--- src/rtl/fft_pkg.sv ---
// Shared types and default sizes for the radix-2 FFT stage sequencer
// and its butterfly address generator.
package fft_pkg;

  localparam int FFT_ADDR_W = 12;
  localparam int FFT_STG_W  = 4;

  typedef enum logic [1:0] {
    IDLE,
    ISSUE,
    DRAIN,
    DONE
  } seq_state_t;

  typedef struct packed {
    logic [FFT_ADDR_W-1:0] addr_a;
    logic [FFT_ADDR_W-1:0] addr_b;
    logic [FFT_ADDR_W-2:0] tw_idx;
    logic [FFT_STG_W-1:0]  stage;
    logic                  last;
  } bf_req_t;

endpackage

--- src/rtl/fft_bf_addr_gen.sv ---
// Combinational butterfly address generator: maps (k, s) to the operand
// pair of a DIT stage and the twiddle index into the full-size table.
module fft_bf_addr_gen
  import fft_pkg::*;
#(
  parameter int ADDR_W = FFT_ADDR_W,
  parameter int STG_W  = FFT_STG_W
) (
  input  logic [ADDR_W-2:0] k,
  input  logic [STG_W-1:0]  s,
  output logic [ADDR_W-1:0] addr_a,
  output logic [ADDR_W-1:0] addr_b,
  output logic [ADDR_W-2:0] tw_idx
);

  localparam logic [STG_W-1:0] TOP_S = STG_W'(ADDR_W - 1);

  logic [ADDR_W-1:0] half;
  logic [ADDR_W-2:0] mask;
  logic [ADDR_W-2:0] j;
  logic [ADDR_W-1:0] k_ext;
  logic [ADDR_W-1:0] g;
  logic [STG_W:0]    group_shift;

  // half is one-hot at bit s; mask keeps the bits below s (j = k mod half)
  genvar gi;
  generate
    for (gi = 0; gi < ADDR_W; gi++) begin : g_half
      assign half[gi] = (s == STG_W'(gi));
    end
    for (gi = 0; gi < ADDR_W - 1; gi++) begin : g_mask
      assign mask[gi] = (STG_W'(gi) < s);
    end
  endgenerate

  assign k_ext       = {1'b0, k};
  assign j           = k & mask;
  assign g           = k_ext >> s;
  assign group_shift = {1'b0, s} + (STG_W + 1)'(1);

  assign addr_a = (g << group_shift) | {1'b0, j};
  assign addr_b = addr_a | half;
  assign tw_idx = j << (TOP_S - s);

endmodule

--- src/rtl/fft_stage_sequencer.sv ---
// Stage sequencer for the in-place radix-2 DIT FFT: issues one butterfly per
// handshake and holds each stage until all of its write-backs have returned.
module fft_stage_sequencer
  import fft_pkg::*;
#(
  parameter int ADDR_W = FFT_ADDR_W,
  parameter int STG_W  = FFT_STG_W
) (
  input  logic              clk,
  input  logic              n_Reset,
  input  logic              start,
  input  logic [STG_W-1:0]  log2n,
  output logic              busy,
  output logic              done,
  output logic              err,
  output logic              bf_valid,
  input  logic              bf_ready,
  output logic [ADDR_W-1:0] addr_a,
  output logic [ADDR_W-1:0] addr_b,
  output logic [ADDR_W-2:0] tw_idx,
  output logic [STG_W-1:0]  stage,
  output logic              bf_last,
  input  logic              bf_wb
);

  seq_state_t        state_reg, state_next;
  logic [STG_W-1:0]  l_reg, l_next;
  logic [STG_W-1:0]  s_reg, s_next;
  logic [ADDR_W-2:0] k_reg, k_next;
  logic [ADDR_W-1:0] outst_reg, outst_next;

  logic              busy_reg, busy_next;
  logic              done_reg, done_next;
  logic              err_reg, err_next;
  logic              valid_reg, valid_next;
  bf_req_t           req_reg, req_next;

  logic              log2n_ok;
  logic              handshake;
  logic [ADDR_W-1:0] n_half;
  logic [ADDR_W-2:0] k_last;
  logic [ADDR_W-1:0] gen_a;
  logic [ADDR_W-1:0] gen_b;
  logic [ADDR_W-2:0] gen_tw;

  assign log2n_ok  = (log2n != '0) && (int'(log2n) <= ADDR_W);
  assign handshake = (state_reg == ISSUE) && bf_ready;

  // last butterfly index of a stage is N/2-1; tracks l_next so a freshly
  // latched size already applies to the first registered request
  assign n_half = ADDR_W'(1) << (l_next - STG_W'(1));
  assign k_last = n_half[ADDR_W-2:0] - (ADDR_W-1)'(1);

  // The request registers are loaded from the generator on the next (k, s).
  fft_bf_addr_gen #(
    .ADDR_W (ADDR_W),
    .STG_W  (STG_W)
  ) u_addr_gen (
    .k      (k_next),
    .s      (s_next),
    .addr_a (gen_a),
    .addr_b (gen_b),
    .tw_idx (gen_tw)
  );

  always_ff @(posedge clk or negedge n_Reset) begin
    if (!n_Reset) begin
      state_reg <= IDLE;
      l_reg     <= '0;
      s_reg     <= '0;
      k_reg     <= '0;
      outst_reg <= '0;
      busy_reg  <= 1'b0;
      done_reg  <= 1'b0;
      err_reg   <= 1'b0;
      valid_reg <= 1'b0;
      req_reg   <= '0;
    end else begin
      state_reg <= state_next;
      l_reg     <= l_next;
      s_reg     <= s_next;
      k_reg     <= k_next;
      outst_reg <= outst_next;
      busy_reg  <= busy_next;
      done_reg  <= done_next;
      err_reg   <= err_next;
      valid_reg <= valid_next;
      req_reg   <= req_next;
    end
  end

  // Write-backs with nothing outstanding are dropped rather than wrapping.
  always_comb begin
    outst_next = outst_reg;
    if (handshake && !bf_wb) begin
      outst_next = outst_reg + ADDR_W'(1);
    end else if (!handshake && bf_wb && (outst_reg != '0)) begin
      outst_next = outst_reg - ADDR_W'(1);
    end
  end

  always_comb begin
    state_next = state_reg;
    l_next     = l_reg;
    s_next     = s_reg;
    k_next     = k_reg;
    case (state_reg)
      IDLE: begin
        if (start && log2n_ok) begin
          state_next = ISSUE;
          l_next     = log2n;
          s_next     = '0;
          k_next     = '0;
        end
      end
      ISSUE: begin
        if (handshake) begin
          if (k_reg == k_last) begin
            state_next = DRAIN;
          end else begin
            k_next = k_reg + (ADDR_W-1)'(1);
          end
        end
      end
      DRAIN: begin
        if (outst_next == '0) begin
          if (s_reg == l_reg - STG_W'(1)) begin
            state_next = DONE;
          end else begin
            state_next = ISSUE;
            s_next     = s_reg + STG_W'(1);
            k_next     = '0;
          end
        end
      end
      DONE: begin
        state_next = IDLE;
      end
      default: begin
        state_next = IDLE;
      end
    endcase
  end

  always_comb begin
    busy_next  = (state_next != IDLE);
    done_next  = (state_next == DONE);
    valid_next = (state_next == ISSUE);
    err_next   = (state_reg == IDLE) && start && !log2n_ok;
    req_next   = '0;
    if (state_next != IDLE) begin
      req_next.addr_a = gen_a;
      req_next.addr_b = gen_b;
      req_next.tw_idx = gen_tw;
      req_next.stage  = s_next;
      req_next.last   = (state_next == ISSUE) && (k_next == k_last);
    end
  end

  assign busy     = busy_reg;
  assign done     = done_reg;
  assign err      = err_reg;
  assign bf_valid = valid_reg;
  assign addr_a   = req_reg.addr_a;
  assign addr_b   = req_reg.addr_b;
  assign tw_idx   = req_reg.tw_idx;
  assign stage    = req_reg.stage;
  assign bf_last  = req_reg.last;

endmodule

--- config.mk ---
export PLATFORM = sky130hd
export DESIGN_NAME = fft_stage_sequencer
export DESIGN_NICKNAME = d
export VERILOG_FILES = /design/src/rtl/fft_pkg.sv /design/src/rtl/fft_bf_addr_gen.sv /design/src/rtl/fft_stage_sequencer.sv
export SDC_FILE = /design/constraint.sdc
export NUM_CORES = 1
export LEC_CHECK = 0
export BUFFER_PORTS_ARGS = -buffer_cell sky130_fd_sc_hd__buf_2
export CAP_MARGIN = 15
export CORE_MARGIN = 8
export CORE_UTILIZATION = 39
export DETAILED_ROUTE_END_ITERATION = 8
export PLACE_DENSITY = 0.56
export SLEW_MARGIN = 25
export SYNTH_ARGS = -nofsm -noshare
export SYNTH_HDL_FRONTEND = slang
export SYNTH_HIERARCHICAL = 1
export SYNTH_SLANG_ARGS = --single-unit
--- constraint.sdc ---
create_clock -name clk -period 6.65 [get_ports clk]
set_clock_uncertainty 0.2 [all_clocks]
set_input_delay 0.9975 -clock clk [delete_from_list [all_inputs] [get_ports clk]]
set_output_delay 0.9975 -clock clk [all_outputs]
set_load 0.01 [all_outputs]
### Yosys cells after proc, flatten, opt, wreduce, memory -nomap -nowiden

Index checks and enable logic that the tools add are counted.

| operators by class | value |
|---|---|
| $add $sub $neg | 9 |
| multipliers | 0 |
| div/mod/pow operators | 0 |
| order comparisons | 12 |
| equality and inequality tests | 19 |
| shift-type cells | 4 |
| mux-type cells | 21 |
| bitwise operators | 3 |
| reductions and logical operators | 18 |

Operator list:

| kind | count |
|---|---|
| $mux W11 | 5 |
| $mux W40 | 1 |
| $pmux W11 S3 | 1 |
| $mux W12 | 2 |
| $eq A11 B11 Y1 | 2 |
| $mux W4 | 5 |
| $eq A4 B3 Y1 const B | 4 |
| $eq A4 B4 Y1 const B | 4 |
| $lt A3 B4 Y1 const A | 4 |
| $add A12 B1 Y12 const B | 1 |
| $logic_not A12 Y1 | 1 |
| $lt A4 B4 Y1 const A | 3 |
| $or A12 B11 Y12 | 1 |
| $or A12 B12 Y12 | 1 |
| $reduce_bool A12 Y1 | 1 |
| $shl A12 B5 Y12 | 1 |
| $shr A11 B4 Y12 | 1 |
| $sub A12 B1 Y12 const B | 1 |
| $add A11 B1 Y11 const B | 1 |
| $and A11 B11 Y11 | 1 |
| $shl A1 B4 Y11 const A | 1 |
| $shl A11 B4 Y11 | 1 |
| $sub A11 B1 Y11 const B | 1 |
| $mux W2 | 5 |
| 20 further kinds | 37 |

| storage, ports and cells | value |
|---|---|
| register bits after elaboration | 77 |
| latch bits | 0 |
| RAM bits | 0 |
| ROM bits | 0 |
| input bits | 9 |
| word-level logic and storage cells | 100 |
| memories | 0 |

### Depth between registers and ports, before layout

| depth | value |
|---|---|
| depth in word-level cells | 17 |
| depth in mapped cells | 24 |

### Modules after synthesis

The synthesis kept the hierarchy.

By module, submodules not included:

| module | times used | cells an instance | area an instance (µm²) | sequential area each (µm²) |
|---|---|---|---|---|
| fft_stage_sequencer | 1 | 525 | 4740.8 | 1926.8 |
| fft_bf_addr_gen | 1 | 301 | 2048.2 | 0.0 |

### Least setup slack after synthesis

No wires, ideal clock.

| timing | value |
|---|---|
| path kind | input to register |
| start point | input port log2n[0] |
| end point | register req_reg, in the netlist addr_b[10] |
| setup time | 0.119 ns |
| data arrival time | 5.877 ns |
| required time | 6.331 ns |
| path slack | 0.454 ns |
| cell stages on the path | 21 |
| buffers on the path | 1 |
| cell sequence | or4_1 nand3_2 mux2i_1 nand3_1 ha_1 clkbuf_1 inv_1 a311oi_1 a32o_1 or3_1 a222oi_1 a31oi_1 and3_1 a211o_1 mux2_2 a221oi_1 o2bb2ai_1 nor3_1 a31oi_2 o211ai_1 and2_1 |

RTL lines:

| element | RTL line | source |
|---|---|---|
| start: declaration | fft_stage_sequencer.sv:12 | `input logic [STG_W-1:0] log2n,` |
| end signal: assignment | fft_stage_sequencer.sv:88 | `req_reg <= req_next;` |
| end: declaration | fft_stage_sequencer.sv:36 | `bf_req_t req_reg, req_next;` |

==> impl_metrics.toml <==
[synth]
ys_types = 95
syn-instance-count = 826
synthFlopType = "dfrtp_1"
syn-num-nets = 849
ys_ff_latch = 77
synth_edf_count = 0
yosysWarnings = 6
ys_seq_area_frac = 0.284
avgSynthCellArea_sq_um = 8.22
synthesis.area_sq_um = 6790
async_reset_ff_frac = 1.00

[clock_tree]
cts_made_buffers = 9
post_cts_buffers = 0
cts_resized = 0
cts_num_sinks = 77
cts_tree = "built"
clkSlewWorstSetupHoldPaths_ns = 0.06
cts_hold_buf = 0
h-tree-depth = 3
root_buffer = "clkbuf_16"
clk_path_buf_depth = 2
clock_latency_ns = 0.35

[detailed_routing]
via_count = 6823
first_iter_violations = 705
vias_per_cell = 6.11
drt_pass1_iterations = 6
routed_wl_mm = 21.5
ant_nets = 0
wl_per_cell_um = 19.3
drc = 0

[pwr]
vdd_drop_max_mv = 0.149
power_leakage_nw = 3.38
pwr_density_cell_nw_per_um2 = 305
total_power_mw = 2.38

[timing]
fin_crit_ns = 6.24
worstMarginPinSlew_ns = 0.707
tns_ns = 0
maxSlewViolCount = 0
fin_crit_sh = 0.938
setup_viol = 0
rsz0062_at_grt = "no"
max_freq_mhz = 160
maxSlewHeadroom = 0.516
timing.final.hold_violations = 0

[grt]
grt_pass1_vias = 6255
grt_first_pass_wirelength_mm = 34.6
antenna_found_initial = 0
grt.total_usage = 0.196
gr-total-overflow = 0
grt_max_degree = 78

[placed_design]
hpwlAfterDp_mm = 16.2
dp.cells = 1100
port_buffers = 52
place_congestion = 0.897

[finish]
syn_to_final_growth_pct = 14.7
layout_commonest_cell = "dfrtp_1"
layout.cells.non_filler = 1116
layout_common_cells = "dfrtp_1 (77), nand2_1 (72), nor2_1 (55)"
fill_cells = 1725
antenna_cells = 0
finalNetCount = 909
final_util = 0.453
drive_above_1_share = 0.187

[floorplan]
fp-row-count = 48
core_sq_um = 17200
start_util = 0.395
ios = 53
dieArea_sq_um = 21900
fp.dieH_um = 148
fp.dieW_um = 148

[worst_hold_path]
hp-class = "flip-flop to flip-flop"

[run_status]
outcome = "finished clean"

[worst_setup_path]
critPathCaptureType = "flip-flop"
cp-start-kind = "input port"
critPathRequiredTime_ns = 6.68
path_class = "input port to flip-flop"
worstPathArrival_ns = 6.27
cp_max_fo = 7

[job]
cap_violations = 0
path summary, 6_finish.rpt:
kind                                   start           end  slack [ns]  cells past startpoint
worst max-delay path                log2n[0]     addr_a[7]        0.41                     21
worst min-delay path            outst_reg[4]  outst_reg[4]        0.43                      1
worst max register to register      l_reg[3]     addr_a[7]        0.71                     20
worst min register to register  outst_reg[4]  outst_reg[4]        0.43                      1
max in group asynchronous            n_Reset     addr_a[0]        5.27                      1
min in group asynchronous            n_Reset      l_reg[2]        0.47                      1
final cells by class:
cell class	instances	area, sq um	share of cell area
Multi-Input combinational cell	672	4550	0.584
Sequential cell	77	1930	0.247
Timing Repair Buffer	99	644	0.0827
Tap cell	225	282	0.0361
Clock buffer	9	225	0.0289
Inverter	27	101	0.0130
Clock inverter	7	63.8	0.00819
critical path: stages:
cell	delay (ns)
buf_2	0.10
or4_1	0.60
nand3_2	0.13
mux2i_1	0.24
nand3_1	0.11
ha_1	0.29
inv_1	0.13
a311oi_1	0.05
a32o_1	0.26
or3_1	0.31
a222oi_1	0.49
a31oi_1	0.26
and3_1	0.22
a211o_1	0.37
mux2_2	0.29
a22o_1	0.25
o21ai_1	0.21
nand2_1	0.19
o211ai_1	0.46
o21ai_0	0.14
and2_1	0.17
cell families (layout without fill, tap and decap cells):
| kind of cell | Yosys count | after routing | synth area share |
|---|---|---|---|
| mux | 38 | 38 | 0.0673 |
| buf+inv | 77 | 142 | 0.0496 |
| flops | 77 | 77 | 0.284 |
| compound gates | 249 | 249 | 0.263 |
| xor+xnor | 29 | 29 | 0.0374 |
| simple gates | 342 | 342 | 0.273 |
| fa+ha+maj | 14 | 14 | 0.0258 |
cell usage after synthesis, drive strengths merged (10+ instances only):
| library cell | n | area, sq um |
|---|---|---|
| mux2 | 18 | 203 |
| and3 | 15 | 93.8 |
| a21oi | 37 | 185 |
| a31oi | 17 | 113 |
| ha | 14 | 175 |
| nand2 | 72 | 270 |
| o22ai | 10 | 76.3 |
| xor2 | 11 | 96.3 |
| and2 | 47 | 294 |
| nor2 | 56 | 213 |
| nand4 | 10 | 62.6 |
| clkbuf | 31 | 116 |
| o21ai | 56 | 284 |
| nand3 | 38 | 195 |
| o31ai | 10 | 88.8 |
| mux2i | 16 | 160 |
| buf | 19 | 119 |
| dfrtp | 77 | 1930 |
| or2 | 10 | 62.6 |
| xnor2 | 18 | 158 |
| nor3 | 26 | 130 |
| nor2b | 12 | 75.1 |
| inv | 24 | 90.1 |
| o211ai | 19 | 153 |
per-layer routing:
| layer | GRT usage | vias up | wire [um] |
|---|---|---|---|
| met4 | 0.0755 | 0 | 391 |
| li1 | - | 3223 | - |
| met5 | 0 | - | 0 |
| met2 | 0.304 | 262 | 10000 |
| met3 | 0.0226 | 34 | 1440 |
| met1 | 0.272 | 3304 | 9680 |
per-stage QoR:
stage / cell area [sq um] / hold slack [ns] / worst slack [ns]
2_1_floorplan: 6790 / 0.345 / 0.454
3_3_place_gp: 7500 / 0.415 / 0.191
3_5_place_dp: 7500 / 0.401 / 0.0969
4_1_cts: 7780 / 0.415 / 0.449
5_1_grt: 7790 / 0.460 / 0.00395
6_report: 7790 / 0.432 / 0.414
where the power goes:
| part | total [mW] | internal [mW] | switching, mW |
|---|---|---|---|
| registers | 0.685 | 0.559 | 0.127 |
| clock network | 0.482 | 0.262 | 0.220 |
| logic | 1.21 | 0.508 | 0.702 |
(Power assumes the default switching activity.)
